--- config.mk ---
export PLATFORM = sky130hd
export DESIGN_NAME = vga_fifo_health_monitor_flat
export DESIGN_NICKNAME = d
export VERILOG_FILES = /design/src/rtl/vga_fifo_health_monitor_if.sv /design/src/rtl/vga_fifo_health_monitor.sv /design/src/flat_wrapper.sv
export SDC_FILE = /design/constraint.sdc
export NUM_CORES = 1
export LEC_CHECK = 0
export ABC_AREA = 1
export BUFFER_PORTS_ARGS = -buffer_cell sky130_fd_sc_hd__buf_2
export CORE_MARGIN = 2
export CORE_UTILIZATION = 56
export CTS_BUF_LIST = sky130_fd_sc_hd__clkbuf_4
export DETAILED_ROUTE_END_ITERATION = 8
export HOLD_SLACK_MARGIN = 0.02
export PLACE_DENSITY = 0.92
export SLEW_MARGIN = 20
export SYNTH_ARGS = -nofsm -noshare
export SYNTH_HDL_FRONTEND = slang
export SYNTH_SLANG_ARGS = --single-unit
--- constraint.sdc ---
create_clock -name wb_clk_i -period 1.9 [get_ports wb_clk_i]
set_clock_uncertainty 0.1 [all_clocks]
set_input_delay 0.475 -clock wb_clk_i [delete_from_list [all_inputs] [get_ports wb_clk_i]]
set_output_delay 0.475 -clock wb_clk_i [all_outputs]
set_load 0.01 [all_outputs]
--- src/rtl/vga_fifo_health_monitor_if.sv ---
// Handshake bundle between the VGA FIFO/Wishbone fabric and the health monitor.
// master drives the observed events and controls; slave is the monitor itself.
interface vga_fifo_health_monitor_if #(
    parameter int NCH   = 2,
    parameter int CNT_W = 8
);
    logic [NCH-1:0]       fifo_wreq;
    logic [NCH-1:0]       fifo_rreq;
    logic [NCH-1:0]       fifo_full;
    logic [NCH-1:0]       fifo_empty;
    logic                 wbs_stb_i;
    logic                 wbs_ack_o;
    logic [NCH-1:0]       clr_i;
    logic [NCH-1:0]       irq_mask_i;
    logic [NCH-1:0]       uflow_o;
    logic [NCH-1:0]       oflow_o;
    logic [NCH*CNT_W-1:0] uflow_cnt_o;
    logic [NCH*CNT_W-1:0] oflow_cnt_o;
    logic                 proto_err_o;
    logic                 first_vld_o;
    logic [3:0]           first_code_o;
    logic                 irq_o;

    modport master (
        output fifo_wreq, fifo_rreq, fifo_full, fifo_empty,
        output wbs_stb_i, wbs_ack_o, clr_i, irq_mask_i,
        input  uflow_o, oflow_o, uflow_cnt_o, oflow_cnt_o,
        input  proto_err_o, first_vld_o, first_code_o, irq_o
    );

    modport slave (
        input  fifo_wreq, fifo_rreq, fifo_full, fifo_empty,
        input  wbs_stb_i, wbs_ack_o, clr_i, irq_mask_i,
        output uflow_o, oflow_o, uflow_cnt_o, oflow_cnt_o,
        output proto_err_o, first_vld_o, first_code_o, irq_o
    );
endinterface

--- src/rtl/vga_fifo_health_monitor.sv ---
// Run-time FIFO underrun/overflow and Wishbone stb/ack monitor with sticky flags,
// saturating counters, first-error capture and a maskable interrupt.
module vga_fifo_health_monitor #(
    parameter int NCH     = 2,
    parameter int CNT_W   = 8,
    parameter int HOLDOFF = 4
) (
    input  logic                        wb_clk_i,
    input  logic                        rst_i,
    input  logic                        ctrl_ven,
    vga_fifo_health_monitor_if.slave    bus
);
    localparam int HW = (HOLDOFF > 0) ? $clog2(HOLDOFF + 1) : 1;
    localparam logic [CNT_W-1:0] CNT_MAX = '1;

    logic                 ven_q, stb_q, ack_q;
    logic [HW-1:0]        hold_q;
    logic                 armed;
    logic [NCH-1:0]       uev, oev;
    logic [NCH-1:0]       uflow_q, oflow_q, uflow_d, oflow_d;
    logic [CNT_W-1:0]     ucnt_q [NCH];
    logic [CNT_W-1:0]     ocnt_q [NCH];
    logic [CNT_W-1:0]     ucnt_d [NCH];
    logic [CNT_W-1:0]     ocnt_d [NCH];
    logic                 proto_q, proto_d;
    logic                 fvld_q, fvld_d;
    logic [3:0]           fcode_q, fcode_d;
    logic                 irq_q, irq_d;

    function automatic logic [CNT_W-1:0] next_cnt(input logic [CNT_W-1:0] cnt,
                                                  input logic ev, input logic clr);
        if (clr)
            return ev ? CNT_W'(1) : '0;
        return (ev && cnt != CNT_MAX) ? cnt + CNT_W'(1) : cnt;
    endfunction

    // The rise cycle itself is ignored whenever a holdoff is configured.
    assign armed = ctrl_ven && (hold_q == '0) && (ven_q || HOLDOFF == 0);

    // NOTE: every variable gets a default at the top of always_comb so no latch is inferred.
    always_comb begin
        uev     = armed ? (bus.fifo_rreq & bus.fifo_empty) : '0;
        oev     = armed ? (bus.fifo_wreq & bus.fifo_full)  : '0;
        uflow_d = (uflow_q & ~bus.clr_i) | uev;
        oflow_d = (oflow_q & ~bus.clr_i) | oev;
        for (int i = 0; i < NCH; i++) begin
            ucnt_d[i] = next_cnt(ucnt_q[i], uev[i], bus.clr_i[i]);
            ocnt_d[i] = next_cnt(ocnt_q[i], oev[i], bus.clr_i[i]);
        end
        proto_d = proto_q | (armed && ((bus.wbs_ack_o && !bus.wbs_stb_i) ||
                                       (stb_q && !bus.wbs_stb_i && !ack_q)));
        fvld_d  = fvld_q;
        fcode_d = fcode_q;
        if (fvld_q) begin
            if ((uflow_q | oflow_q) == '0) begin
                fvld_d  = 1'b0;
                fcode_d = '0;
            end
        end else if ((uev | oev) != '0) begin
            fvld_d = 1'b1;
            // Descending scan: the lowest active channel is written last and wins.
            for (int i = NCH - 1; i >= 0; i--)
                if (uev[i] || oev[i])
                    fcode_d = {~uev[i], 3'(i)};
        end
        irq_d = (|((uflow_d | oflow_d) & ~bus.irq_mask_i)) | proto_d;
    end

    // NOTE: state is updated with non-blocking assignments so every flop samples pre-edge values.
    always_ff @(posedge wb_clk_i) begin
        if (rst_i || !ctrl_ven) begin
            ven_q   <= 1'b0;
            stb_q   <= 1'b0;
            ack_q   <= 1'b0;
            hold_q  <= '0;
            uflow_q <= '0;
            oflow_q <= '0;
            proto_q <= 1'b0;
            fvld_q  <= 1'b0;
            fcode_q <= '0;
            irq_q   <= 1'b0;
            // NOTE: the counters are plain flops, not a RAM, so clearing them here is legal.
            for (int i = 0; i < NCH; i++) begin
                ucnt_q[i] <= '0;
                ocnt_q[i] <= '0;
            end
        end else begin
            ven_q   <= 1'b1;
            stb_q   <= bus.wbs_stb_i;
            ack_q   <= bus.wbs_ack_o;
            if (!ven_q)
                hold_q <= HW'(HOLDOFF);
            else if (hold_q != '0)
                hold_q <= hold_q - HW'(1);
            uflow_q <= uflow_d;
            oflow_q <= oflow_d;
            proto_q <= proto_d;
            fvld_q  <= fvld_d;
            fcode_q <= fcode_d;
            irq_q   <= irq_d;
            for (int i = 0; i < NCH; i++) begin
                ucnt_q[i] <= ucnt_d[i];
                ocnt_q[i] <= ocnt_d[i];
            end
        end
    end

    for (genvar g = 0; g < NCH; g++) begin : g_pack
        assign bus.uflow_cnt_o[g*CNT_W +: CNT_W] = ucnt_q[g];
        assign bus.oflow_cnt_o[g*CNT_W +: CNT_W] = ocnt_q[g];
    end

    assign bus.uflow_o      = uflow_q;
    assign bus.oflow_o      = oflow_q;
    assign bus.proto_err_o  = proto_q;
    assign bus.first_vld_o  = fvld_q;
    assign bus.first_code_o = fcode_q;
    assign bus.irq_o        = irq_q;
endmodule

--- src/flat_wrapper.sv ---
// flat-port wrapper written by rule: the top's interface ports become plain ports
module vga_fifo_health_monitor_flat 
#(
    parameter int NCH     = 2,
    parameter int CNT_W   = 8,
    parameter int HOLDOFF = 4
)
  (wb_clk_i, rst_i, ctrl_ven, bus_fifo_wreq, bus_fifo_rreq, bus_fifo_full, bus_fifo_empty, bus_wbs_stb_i, bus_wbs_ack_o, bus_clr_i, bus_irq_mask_i, bus_uflow_o, bus_oflow_o, bus_uflow_cnt_o, bus_oflow_cnt_o, bus_proto_err_o, bus_first_vld_o, bus_first_code_o, bus_irq_o);
  vga_fifo_health_monitor_if #(.NCH(NCH), .CNT_W(CNT_W)) bus_i ();
  input  logic wb_clk_i;
  input  logic rst_i;
  input  logic ctrl_ven;
  input wire logic [$bits(bus_i.fifo_wreq)-1:0] bus_fifo_wreq;
  input wire logic [$bits(bus_i.fifo_rreq)-1:0] bus_fifo_rreq;
  input wire logic [$bits(bus_i.fifo_full)-1:0] bus_fifo_full;
  input wire logic [$bits(bus_i.fifo_empty)-1:0] bus_fifo_empty;
  input wire logic [$bits(bus_i.wbs_stb_i)-1:0] bus_wbs_stb_i;
  input wire logic [$bits(bus_i.wbs_ack_o)-1:0] bus_wbs_ack_o;
  input wire logic [$bits(bus_i.clr_i)-1:0] bus_clr_i;
  input wire logic [$bits(bus_i.irq_mask_i)-1:0] bus_irq_mask_i;
  output wire logic [$bits(bus_i.uflow_o)-1:0] bus_uflow_o;
  output wire logic [$bits(bus_i.oflow_o)-1:0] bus_oflow_o;
  output wire logic [$bits(bus_i.uflow_cnt_o)-1:0] bus_uflow_cnt_o;
  output wire logic [$bits(bus_i.oflow_cnt_o)-1:0] bus_oflow_cnt_o;
  output wire logic [$bits(bus_i.proto_err_o)-1:0] bus_proto_err_o;
  output wire logic [$bits(bus_i.first_vld_o)-1:0] bus_first_vld_o;
  output wire logic [$bits(bus_i.first_code_o)-1:0] bus_first_code_o;
  output wire logic [$bits(bus_i.irq_o)-1:0] bus_irq_o;
  assign bus_i.fifo_wreq = bus_fifo_wreq;
  assign bus_i.fifo_rreq = bus_fifo_rreq;
  assign bus_i.fifo_full = bus_fifo_full;
  assign bus_i.fifo_empty = bus_fifo_empty;
  assign bus_i.wbs_stb_i = bus_wbs_stb_i;
  assign bus_i.wbs_ack_o = bus_wbs_ack_o;
  assign bus_i.clr_i = bus_clr_i;
  assign bus_i.irq_mask_i = bus_irq_mask_i;
  assign bus_uflow_o = bus_i.uflow_o;
  assign bus_oflow_o = bus_i.oflow_o;
  assign bus_uflow_cnt_o = bus_i.uflow_cnt_o;
  assign bus_oflow_cnt_o = bus_i.oflow_cnt_o;
  assign bus_proto_err_o = bus_i.proto_err_o;
  assign bus_first_vld_o = bus_i.first_vld_o;
  assign bus_first_code_o = bus_i.first_code_o;
  assign bus_irq_o = bus_i.irq_o;
  vga_fifo_health_monitor #(.NCH(NCH), .CNT_W(CNT_W), .HOLDOFF(HOLDOFF)) u_core (.wb_clk_i(wb_clk_i), .rst_i(rst_i), .ctrl_ven(ctrl_ven), .bus(bus_i));
endmodule
Word-level counts from Yosys, hierarchy flattened
Memory sizes are Yosys's and may differ from the RTL's.
Index checks and enable logic that the tools add are counted.
{ "word_totals": {"reg_bits": 17, "mem_bits_rw": 32, "inputBits": 17, "out_inout_bits": 43, "n_memories": 2} }
{ "memory_table": {"columns": ["name", "words", "width", "read_ports", "rd_clocked_by_memory_dff", "wr", "line_no", "rtl"], "rows": [
  ["u_core.ocnt_q", 2, 8, 2, 0, 2, "vga_fifo_health_monitor.sv:22", "logic [CNT_W-1:0] ocnt_q [NCH];"],
  ["u_core.ucnt_q", 2, 8, 2, 0, 2, "vga_fifo_health_monitor.sv:21", "logic [CNT_W-1:0] ucnt_q [NCH];"]
]} }
{ "classes": {"add_sub_neg": 5, "eq_ne": 6, "muxes": 37, "bitwise": 21, "reduce_logical": 26} }
{ "ops": {"columns": ["op", "count"], "rows": [
  ["8-bit two-way mux", 16],
  ["8-bit by 1-bit adder with 8-bit output, second input constant", 4],
  ["8-bit != test, second input constant", 4],
  ["4-bit two-way mux", 5],
  ["1-bit two-way mux", 12],
  ["2-bit bitwise AND", 5],
  ["1-bit logical AND", 10],
  ["2-bit OR", 5],
  ["3-bit two-way mux", 2],
  ["1-bit OR", 6],
  ["3-bit nonzero test", 2],
  ["1-bit logical OR", 4],
  ["2-bit two-way mux", 2],
  ["2-bit != test, second input constant", 2],
  ["2-bit NOT", 2],
  ["2-bit nonzero test", 2],
  ["2-bit OR reduction", 2],
  ["1-bit logical NOT", 3],
  ["3-bit logical NOT", 1],
  ["1-bit NOT", 3],
  ["3-bit AND reduction", 1],
  ["3-bit by 1-bit subtractor with 3-bit output, second input constant", 1],
  ["2-bit logical NOT", 1]
]} }

Logic depth before layout (Yosys ltp)
Gate-level depths: netlist of run 1.
{ "depth": {"depth_word": 9, "ltp_mapped": 11, "depth_no_buf": 11} }

Worst setup path after synthesis of run 1
OpenSTA, ideal clock, no wires.
{ "synth_path": {"path_kind": "register to register", "from": "register u_core.hold_q[0]", "to": "memory u_core.ucnt_q[0][0]", "setup_time_ps": 128, "arrival_ps": 1463, "required_time_ps": 1672, "setup_slack_ps": 209, "stages_incl_launch_ff": 11, "n_path_buf": 0, "period_less_slack_ps": 1691, "path_cell_list": "dfxtp_1 inv_1 ha_1 ha_1 nand3_4 nor2_4 nand2_4 clkinv_4 nor2_2 nor2_1 nor2_1"} }
{ "synth_lines": {"columns": ["element", "line_no", "rtl"], "rows": [
  ["from (decl)", "vga_fifo_health_monitor.sv:17", "logic [HW-1:0] hold_q;"],
  ["from (signal assigned)", "vga_fifo_health_monitor.sv:92", "hold_q <= HW'(HOLDOFF);"],
  ["from (signal assigned)", "vga_fifo_health_monitor.sv:94", "hold_q <= hold_q - HW'(1);"],
  ["to (decl)", "vga_fifo_health_monitor.sv:21", null]
]} }

==> results of run 1 <==
-- metrics by stage --
stage	std cells	setup WS [ns]
2_1_floorplan	352	0.2090
3_3_place_gp	460	0.1707
3_5_place_dp	460	0.1217
4_1_cts	468	0.1060
5_1_grt	468	0.02585
6_report	468	0.1148
-- sequential cells by signal, summed over array words and instances (netlist names) --
register and count:
u_core.stb_q 1, u_core.hold_q 3, u_core.bus.irq_o 1, u_core.ucnt_q 16, u_core.bus.uflow_o 2, u_core.bus.first_code_o 2, u_core.ocnt_q 16, u_core.bus.oflow_o 2
u_core.bus.first_vld_o 1, u_core.ven_q 1, u_core.ack_q 1, u_core.bus.proto_err_o 1
-- cell usage after synthesis --
| library cell | number |
|---|---|
| nand2_1 | 76 |
| dfxtp_1 | 47 |
| inv_1 | 40 |
| nor2_1 | 39 |
| xor2_1 | 21 |
| a21oi_2 | 18 |
| nand2_2 | 18 |
| a21oi_1 | 12 |
| nand3_1 | 11 |
| nand4_1 | 9 |
| ha_1 | 7 |
| o21ai_0 | 7 |
| nor2_2 | 6 |
| nor2_4 | 5 |
| nand2_4 | 4 |
| nand3b_1 | 4 |
| o21ai_1 | 4 |
| clkinv_4 | 3 |
| inv_2 | 3 |
| nand4_2 | 3 |
| nor3_1 | 3 |
| a31oi_1 | 2 |
| buf_4 | 2 |
| a21o_1 | 1 |
| buf_1 | 1 |
| buf_2 | 1 |
| buf_6 | 1 |
| conb_1 | 1 |
| inv_6 | 1 |
| nand3_4 | 1 |
-- kinds of logic after synthesis --
group,synth area share [%]
simple gates,33.95
buf+inv,8.784
flops,35.71
compound gates,11.11
xor+xnor,6.980
fa+ha+maj,3.324
other cells,0.1423
-- power by group --
| part | switching, mW | internal [mW] | total [mW] | leakage (nW) |
|---|---|---|---|---|
| Clock | 0.308 | 0.152 | 0.460 | 0.0307 |
| Sequential | 0.00558 | 0.994 | 0.999 | 0.379 |
| Combinational | 0.0743 | 0.0409 | 0.115 | 0.973 |
-- final cells by class --
| cell class | instances | share of cell area [%] |
|---|---|---|
| inverters | 47 | 6.469 |
| flip-flops and latches | 47 | 30.98 |
| multi-input cells | 253 | 48.29 |
| clock inverters | 2 | 0.2472 |
| clock buffers | 6 | 1.483 |
| repair buffers | 61 | 10.38 |
| well taps | 52 | 2.143 |
-- worst min path at each step --
stage                                           from  slack (ns)                         end  cells after the start
after floorplan                         u_core.ven_q        0.38            u_core.hold_q[2]                      1
after global placement    u_core.bus.first_code_o[0]        0.37  u_core.bus.first_code_o[0]                      2
after detailed placement  u_core.bus.first_code_o[3]        0.38  u_core.bus.first_code_o[3]                      2
after CTS                                      rst_i        0.19                u_core.ven_q                      2
after global routing                           rst_i        0.19                u_core.ven_q                      2
final                                          rst_i        0.20                u_core.ven_q                      2
-- layer usage --
layer	vias to the layer above	track usage (%)
met5	-	0
met4	0	9.053
met3	12	4.420
met2	52	38.18
met1	1092	24.80
li1	1239	-
==> flow_metrics.env, run 1 <==
export IMPL_synth_seq_cells=47
export IMPL_numCtsBuffers=5
export IMPL_fp_row_count=24
export IMPL_crit_path_end_kind="register"
export IMPL_nFillCells=376
export IMPL_crit_family="simple AND/OR/NAND/NOR gates"
export IMPL_fp_dieH_um=72.60
export IMPL_postCtsSetupBuffers=0
export IMPL_fin_setup_tns_ns=0
export IMPL_cts_hold_buf=0
export IMPL_period_needed_ns=1.785
export IMPL_tightestPinTransition_ns=0.5731
export IMPL_clkLatencyLatePin_ns=0.36
export IMPL_m1WireLength_um=2305
export IMPL_io_pins=60
export IMPL_synth_top_area_cell="dfxtp_1"
export IMPL_status="completed"
export IMPL_endpoint="u_core.ucnt_q[0][8]"
export IMPL_vias=2395
export IMPL_power_total_mw=1.575
export IMPL_ys_seq_area_share_pct=35.71
export IMPL_wl_met2_um=2750
export IMPL_finalCritPeriodShare_pct=93.96
export IMPL_final_setup_viol_count=0
export IMPL_p_per_area_nw_per_um2=518.5
export IMPL_ff2ff_path_depth=10
export IMPL_ant_nets=0
export IMPL_cts_tree="yes"
export IMPL_top_layer_used="met4"
export IMPL_hold_viol_final=0
export IMPL_routed_via_density=5.118
export IMPL_cp_arrival_ns=1.96
export IMPL_wl_met3_um=219
export IMPL_initial_core_util_pct=59.29
export IMPL_seqCellArea_um2=940.9
export IMPL_slowest_stage="dfxtp_1"
export IMPL_die_area_um2=5270
export IMPL_gp_congestion=0.8380
export IMPL_drv_slew=0
export IMPL_yosysWarnings=0
export IMPL_worstPathMaxFanout=8
export IMPL_place_area_um2=2984
export IMPL_cts_resized=0
export IMPL_wirelength_um=5381
export IMPL_dpl_hpwl_um=4194
export IMPL_fmax_mhz=560.2
export IMPL_antenna_found_initial=0
export IMPL_peakVddDrop_v=0.0003511
export IMPL_wl_per_cell_um=11.50
export IMPL_crit_buf_inv=2
export IMPL_grt_max_degree=14
export IMPL_track_usage_pct=21.44
export IMPL_r2r_slack_ns=0.11
export IMPL_synth_top_area_share_pct=35.71
export IMPL_syn_instance_count=351
export IMPL_drt_initial_drc_count=92
export IMPL_final_cell_mix="nand2_1, buf_2, dfxtp_1"
export IMPL_syn_area_um2=2635
export IMPL_area_delta_synth_final_pct=15.24
export IMPL_final_core_util_pct=68.33
export IMPL_post_route_drc_count=0
export IMPL_ctsHtreeMaxLevel=2
export IMPL_drtPass1Iterations=4
export IMPL_ys_types=30
export IMPL_final_common_cell="nand2_1"
export IMPL_multiInputGateArea_um2=1466
export IMPL_num_antenna_cells=0
export IMPL_fin_area_um2=3037
export IMPL_grt_pass1_vias=2184
export IMPL_r2r_end="u_core.ucnt_q[0][8]"
export IMPL_rsz0062_at_grt="no"
export IMPL_synthTopCellsByArea="dfxtp_1, nand2_1, xor2_1"
export IMPL_critPathMaxStageDelay_ns=0.33
export IMPL_r2r_start="u_core.hold_q[1]"
export IMPL_cts_root_buf="clkbuf_4"
export IMPL_drive_gt1_share_pct=31.01
export IMPL_core_area_um2=4444
export IMPL_cp_start_kind="register"
export IMPL_grt_overflow_total=0
export IMPL_slew_headroom_pct=61.75
export IMPL_layout_nets=439
export IMPL_worstHoldPathType="in -> reg"
export IMPL_cap_violations=0
export IMPL_clk_pin_slew_worst_paths_ns=0.14
export IMPL_avgSynthCellArea_um2=7.507
export IMPL_critical_path_class="reg -> reg"
export IMPL_power_leakage_nw=1.383
export IMPL_numPortBuffers=57
export IMPL_cp_required_ns=2.07
export IMPL_clockBufferDepth=2
export IMPL_crit_path_start="u_core.hold_q[1]"
export IMPL_worstPathCellList="inv_1 -> ha_1 -> ha_1 -> nand3_4 -> nor2_4 -> nand2_4 -> clkinv_4 -> nor2_2 -> nor2_1 -> nor2_1"
export IMPL_die_w_um=72.60
export IMPL_clock_sinks=47
export IMPL_grt_pass1_wl_um=9108
export IMPL_timing_hold_ws_ns=0.2039
export IMPL_worst_path_stages=10
Note: power is estimated with default switching activity, not from simulation.
==> run 2, diff against run 1 <==
REMOVE_ABC_BUFFERS = 1   (was unset)
==> run 2 against run 1 <==
Final area grew 1.2%. Sequential power is essentially flat. Via count decreased by 0.25%. Worst setup slack is essentially flat. Count of clock-buffer cells in the layout unchanged. First-iteration DRC count increased by 33%. Critical endpoint is now u_core.bus.irq_o.
==> flow_metrics.env, run 2 (synthesis results as in run 1) <==
export IMPL_grt_max_degree=14
export IMPL_r2r_start="u_core.hold_q[0]"
export IMPL_core_area_um2=4444
export IMPL_post_route_drc_count=0
export IMPL_area_delta_synth_final_pct=16.62
export IMPL_hold_viol_final=0
export IMPL_r2r_end="u_core.bus.irq_o"
export IMPL_worstHoldPathType="in -> reg"
export IMPL_final_common_cell="nand2_1"
export IMPL_track_usage_pct=21.61
export IMPL_final_cell_mix="nand2_1, buf_2, dfxtp_1"
export IMPL_status="completed"
export IMPL_fin_ws_ns=0.1149
export IMPL_fin_setup_tns_ns=0
export IMPL_vias=2389
export IMPL_drv_slew=0
export IMPL_num_antenna_cells=0
export IMPL_grt_pass1_wl_um=9239
export IMPL_final_setup_viol_count=0
export IMPL_clockBufferDepth=2
export IMPL_hold_start="rst_i"
export IMPL_gp_congestion=0.8491
export IMPL_fp_row_count=24
export IMPL_numCtsBuffers=5
export IMPL_drt_initial_drc_count=122
export IMPL_peakVddDrop_v=0.0003847
export IMPL_place_ws_ns=0.1267
export IMPL_slew_headroom_pct=59.87
export IMPL_io_pins=60
export IMPL_layout_nets=441
export IMPL_top_regs="u_core.ocnt_q (16), u_core.ucnt_q (16), u_core.hold_q (3)"
export IMPL_cp_arrival_ns=1.95
export IMPL_wirelength_um=5643
export IMPL_holdPathEnd="u_core.ven_q"
export IMPL_r2r_slack_ns=0.11
export IMPL_die_w_um=72.60
export IMPL_place_inst=460
export IMPL_clock_sinks=47
export IMPL_numPortBuffers=57
export IMPL_cp_start_kind="register"
export IMPL_cts_root_buf="clkbuf_4"
export IMPL_final_core_util_pct=69.14
export IMPL_fin_area_um2=3073
export IMPL_cts_tree="yes"
export IMPL_multiInputGateArea_um2=1485
export IMPL_period_needed_ns=1.785
export IMPL_initial_core_util_pct=59.29
export IMPL_power_leakage_nw=1.397
export IMPL_seqCellArea_um2=943.4
export IMPL_ff2ff_path_depth=12
export IMPL_drtPass1Iterations=4
export IMPL_finalCritPeriodShare_pct=93.95
export IMPL_grt_overflow_total=0
export IMPL_worstPathMaxFanout=6
export IMPL_cts_hold_buf=0
export IMPL_ant_nets=0
export IMPL_die_area_um2=5270
export IMPL_dpl_hpwl_um=4169
export IMPL_grt_pass1_vias=2196
export IMPL_antenna_found_initial=0
export IMPL_ctsHtreeMaxLevel=2
export IMPL_wl_per_cell_um=12.01
export IMPL_min_path_cells=2
export IMPL_routed_via_density=5.083
export IMPL_place_area_um2=2984
export IMPL_fp_dieH_um=72.60
export IMPL_rsz0062_at_grt="no"
export IMPL_crit_path_end_kind="register"
export IMPL_drive_gt1_share_pct=32.54
export IMPL_nFillCells=381
export IMPL_tightestPinTransition_ns=0.6013
export IMPL_critical_path_class="reg -> reg"
export IMPL_clkLatencyLatePin_ns=0.35
export IMPL_fmax_mhz=560.2
export IMPL_clk_pin_slew_worst_paths_ns=0.13
export IMPL_cap_violations=0
export IMPL_finalNonFillerCells=470
export IMPL_p_per_area_nw_per_um2=512.9
export IMPL_cp_required_ns=2.07
run 2: changes by cell type in the layout (fill, tap and decap cells not counted), sizes merged:
cell	change
buf	+2
run 2: routing by layer:
layer / share of wire, % / routed length (um) / vias up / global-route usage [%]
li1: - / - / 1236 / -
met1: 44 / 2507 / 1083 / 25.76
met2: 51 / 2862 / 62 / 38.69
met3: 3.7 / 207 / 8 / 4.420
met4: 1.2 / 65 / 0 / 6.996
met5: 0 / 0 / - / 0
run 2: where the power goes:
part / internal (mW) / switching, mW
registers: 0.994 / 0.00585
logic: 0.0437 / 0.0769
clock network: 0.152 / 0.304
total: 1.19 / 0.387
run 2: worst max path at each step:
| stage | start | to | slack (ns) | cells past startpoint |
|---|---|---|---|---|
| after floorplan | u_core.hold_q[0] | u_core.ucnt_q[0][0] | 0.21 | 10 |
| after global placement | u_core.hold_q[0] | u_core.ucnt_q[0][8] | 0.17 | 10 |
| after detailed placement | u_core.hold_q[0] | u_core.ucnt_q[0][8] | 0.13 | 10 |
| after CTS | u_core.hold_q[0] | u_core.ucnt_q[0][8] | 0.09 | 10 |
| after global routing | u_core.hold_q[0] | u_core.bus.first_code_o[3] | 0.004 | 10 |
| final | u_core.hold_q[0] | u_core.bus.irq_o | 0.11 | 12 |
run 2: final cells by class:
| cell class | instances | share of cell area (%) |
|---|---|---|
| inverters | 47 | 6.392 |
| clock buffers | 6 | 1.466 |
| clock inverters | 2 | 0.2443 |
| well taps | 52 | 2.117 |
| multi-input cells | 253 | 48.33 |
| flip-flops and latches | 47 | 30.70 |
| repair buffers | 63 | 10.75 |
run 2: critical path: stages (launching register included):
cell     delay [ns]
dfxtp_2        0.35
inv_1          0.04
ha_1           0.23
ha_4           0.19
nand3_4        0.16
nor2_4         0.08
buf_4          0.14
nor2_2         0.10
nand2_1        0.06
nand2_1        0.05
nand3_1        0.07
nand2_1        0.07
inv_1          0.03
run 2: timing repair:
item                       4_1_cts  5_1_grt
setup buffers                    0        2
setup endpoints to repair        0       11
resized for setup                0        6
run 2: per-stage QoR:
step	total power, mW	hold WS [ns]
finish	1.576	0.2098
global route	1.640	0.1858
CTS	1.579	0.2032
detailed placement	1.137	0.3762
global placement	1.133	0.3743
floorplan	1.091	0.3839
==> run 3, diff against run 2 <==
BUFFER_PORTS_ARGS = unset   (was -buffer_cell sky130_fd_sc_hd__buf_2)
CORE_UTILIZATION = 64   (was 56)
DONT_BUFFER_PORTS = 1   (was unset)
PLACE_DENSITY = 0.9   (was 0.92)
==> run 3 against run 2 <==
Non-clock buffer count fell by 44. Count of clock-buffer cells in the layout decreased by 1. Via count shrank 6.0%. Global-route usage increased by 1.7 points. Sequential cell count stayed put. Register-to-register slack better by 0.04 ns. Clock power up 31%. Critical path depth is 2 lower. Routed wire length fell by 5.3%. Final cell count is 9.8% lower. Sequential share of layout area up 1.7 points. Sequential power about the same. Critical path type unchanged.
==> flow_metrics.env, run 3 (synthesis results as in run 1) <==
export IMPL_status="completed"
export IMPL_finalNonFillerCells=424
export IMPL_clk_pin_slew_worst_paths_ns=0.13
export IMPL_hold_viol_final=0
export IMPL_worstPathMaxFanout=8
export IMPL_grt_pass1_wl_um=8280
export IMPL_period_needed_ns=1.743
export IMPL_worstPathCellList="inv_1 -> ha_2 -> ha_4 -> nand3_4 -> nor2_4 -> nand2_4 -> clkinv_4 -> nor2_2 -> nor2_1 -> nor2_1"
export IMPL_r2r_slack_ns=0.16
export IMPL_crit_path_end_kind="register"
export IMPL_cts_hold_buf=0
export IMPL_io_pins=60
export IMPL_drv_slew=0
export IMPL_drt_initial_drc_count=110
export IMPL_clock_sinks=47
export IMPL_dpl_hpwl_um=3974
export IMPL_cts_tree="yes"
export IMPL_final_setup_viol_count=0
export IMPL_ant_nets=0
export IMPL_cts_root_buf="clkbuf_4"
export IMPL_fp_row_count=23
export IMPL_die_w_um=68.17
export IMPL_initial_core_util_pct=66.35
export IMPL_power_leakage_nw=1.185
export IMPL_fmax_mhz=573.8
export IMPL_track_usage_pct=23.33
export IMPL_area_delta_synth_final_pct=10.26
export IMPL_finalCritPeriodShare_pct=91.73
export IMPL_wirelength_um=5342
export IMPL_cp_arrival_ns=1.92
export IMPL_r2r_end="u_core.ucnt_q[0][8]"
export IMPL_die_area_um2=4646
export IMPL_top_regs="u_core.ocnt_q (16), u_core.ucnt_q (16), u_core.hold_q (3)"
export IMPL_cpMostUsedCell="nor2_1"
export IMPL_r2r_start="u_core.hold_q[0]"
export IMPL_antenna_found_initial=0
export IMPL_clockBufferDepth=2
export IMPL_post_route_drc_count=0
export IMPL_num_antenna_cells=0
export IMPL_fin_setup_tns_ns=0
export IMPL_ff2ff_path_depth=10
export IMPL_drive_gt1_share_pct=24.60
export IMPL_slowest_stage="dfxtp_2"
export IMPL_place_area_um2=2809
export IMPL_cap_violations=0
export IMPL_worstHoldPathType="in -> reg"
export IMPL_cp_required_ns=2.07
export IMPL_ctsHtreeMaxLevel=2
export IMPL_core_area_um2=3971
export IMPL_min_path_cells=1
export IMPL_hold_start="rst_i"
export IMPL_place_inst=416
export IMPL_fp_dieH_um=68.17
export IMPL_timing_hold_ws_ns=0.07282
export IMPL_power_total_mw=1.694
export IMPL_wl_per_cell_um=12.60
export IMPL_top_layer_used="met4"
export IMPL_grt_max_degree=15
export IMPL_layout_nets=397
export IMPL_critical_path_class="reg -> reg"
export IMPL_peakVddDrop_v=0.0005003
export IMPL_routed_via_density=5.297
export IMPL_numPortBuffers=0
export IMPL_clkLatencyLatePin_ns=0.36
export IMPL_p_per_area_nw_per_um2=583.2
export IMPL_drtPass1Iterations=4
export IMPL_gp_congestion=0.8292
export IMPL_wl_met2_um=2569
export IMPL_rsz0062_at_grt="no"
export IMPL_holdPathEnd="u_core.ven_q"
export IMPL_grt_overflow_total=0
export IMPL_critPathMaxStageDelay_ns=0.35
export IMPL_tightestPinTransition_ns=0.5892
export IMPL_slew_headroom_pct=60.68
export IMPL_numCtsBuffers=5
export IMPL_fin_area_um2=2905
export IMPL_wl_met3_um=404
export IMPL_vias=2246
export IMPL_final_common_cell="nand2_1"
export IMPL_grt_pass1_vias=2065
export IMPL_m1WireLength_um=2324
export IMPL_cp_start_kind="register"
export IMPL_final_cell_mix="nand2_1, dfxtp_1, inv_1"
==> run 3: power by group <==
part / internal [mW] / switching, mW
Clock: 0.271 / 0.326
Sequential: 0.994 / 0.00698
Combinational: 0.0296 / 0.0670
==> run 3: final cells by class <==
class	instances	area, um2
clock inverters	3	38.79
repair buffers	19	142.6
fillers	306	1066
multi-input cells	253	1485
inverters	47	196.4
well taps	50	62.56
clock buffers	5	37.54
flip-flops and latches	47	942.2
==> run 3: how the worst max path moves through the flow <==
stage	from	depth (start not counted)	endpoint	slack, ns
final	u_core.hold_q[0]	10	u_core.ucnt_q[0][8]	0.16
after global placement	u_core.hold_q[0]	10	u_core.bus.first_code_o[0]	0.23
after detailed placement	u_core.hold_q[0]	10	u_core.bus.first_code_o[0]	0.13
after floorplan	u_core.hold_q[0]	10	u_core.ucnt_q[0][0]	0.21
after global routing	u_core.ucnt_q[0][9]	9	u_core.ucnt_q[0][8]	0.03
after CTS	u_core.hold_q[0]	10	u_core.bus.first_code_o[0]	0.06
==> run 3: critical path: cells and delay by family, from the launching register on <==
| kind | cells | cell delay [ns] |
|---|---|---|
| DFF | 1 | 0.35 |
| and+or+nand+nor | 6 | 0.67 |
| buffers and inverters | 2 | 0.17 |
| adders and majority gates | 2 | 0.37 |
==> run 3: per-layer routing <==
metal / vias to the layer above / track usage (%)
met5: - / 0
met1: 1012 / 27.84
met3: 6 / 5.757
li1: 1146 / -
met4: 0 / 9.500
met2: 82 / 39.93
==> run 3: timing repair <==
item | 4_1_cts | 5_1_grt
setup buffers | 0 | 0
hold endpoints to repair | 0 | 0
gates resized for setup | 0 | 5
setup endpoints to repair | 0 | 5
==> run 3: per-stage QoR <==
step                setup WS, ns  utilization [%]
CTS                      0.05742            72.65
finish                    0.1572            73.16
global placement          0.2320            70.73
global route             0.02699            73.16
floorplan                 0.2138                -
detailed placement        0.1347            70.73
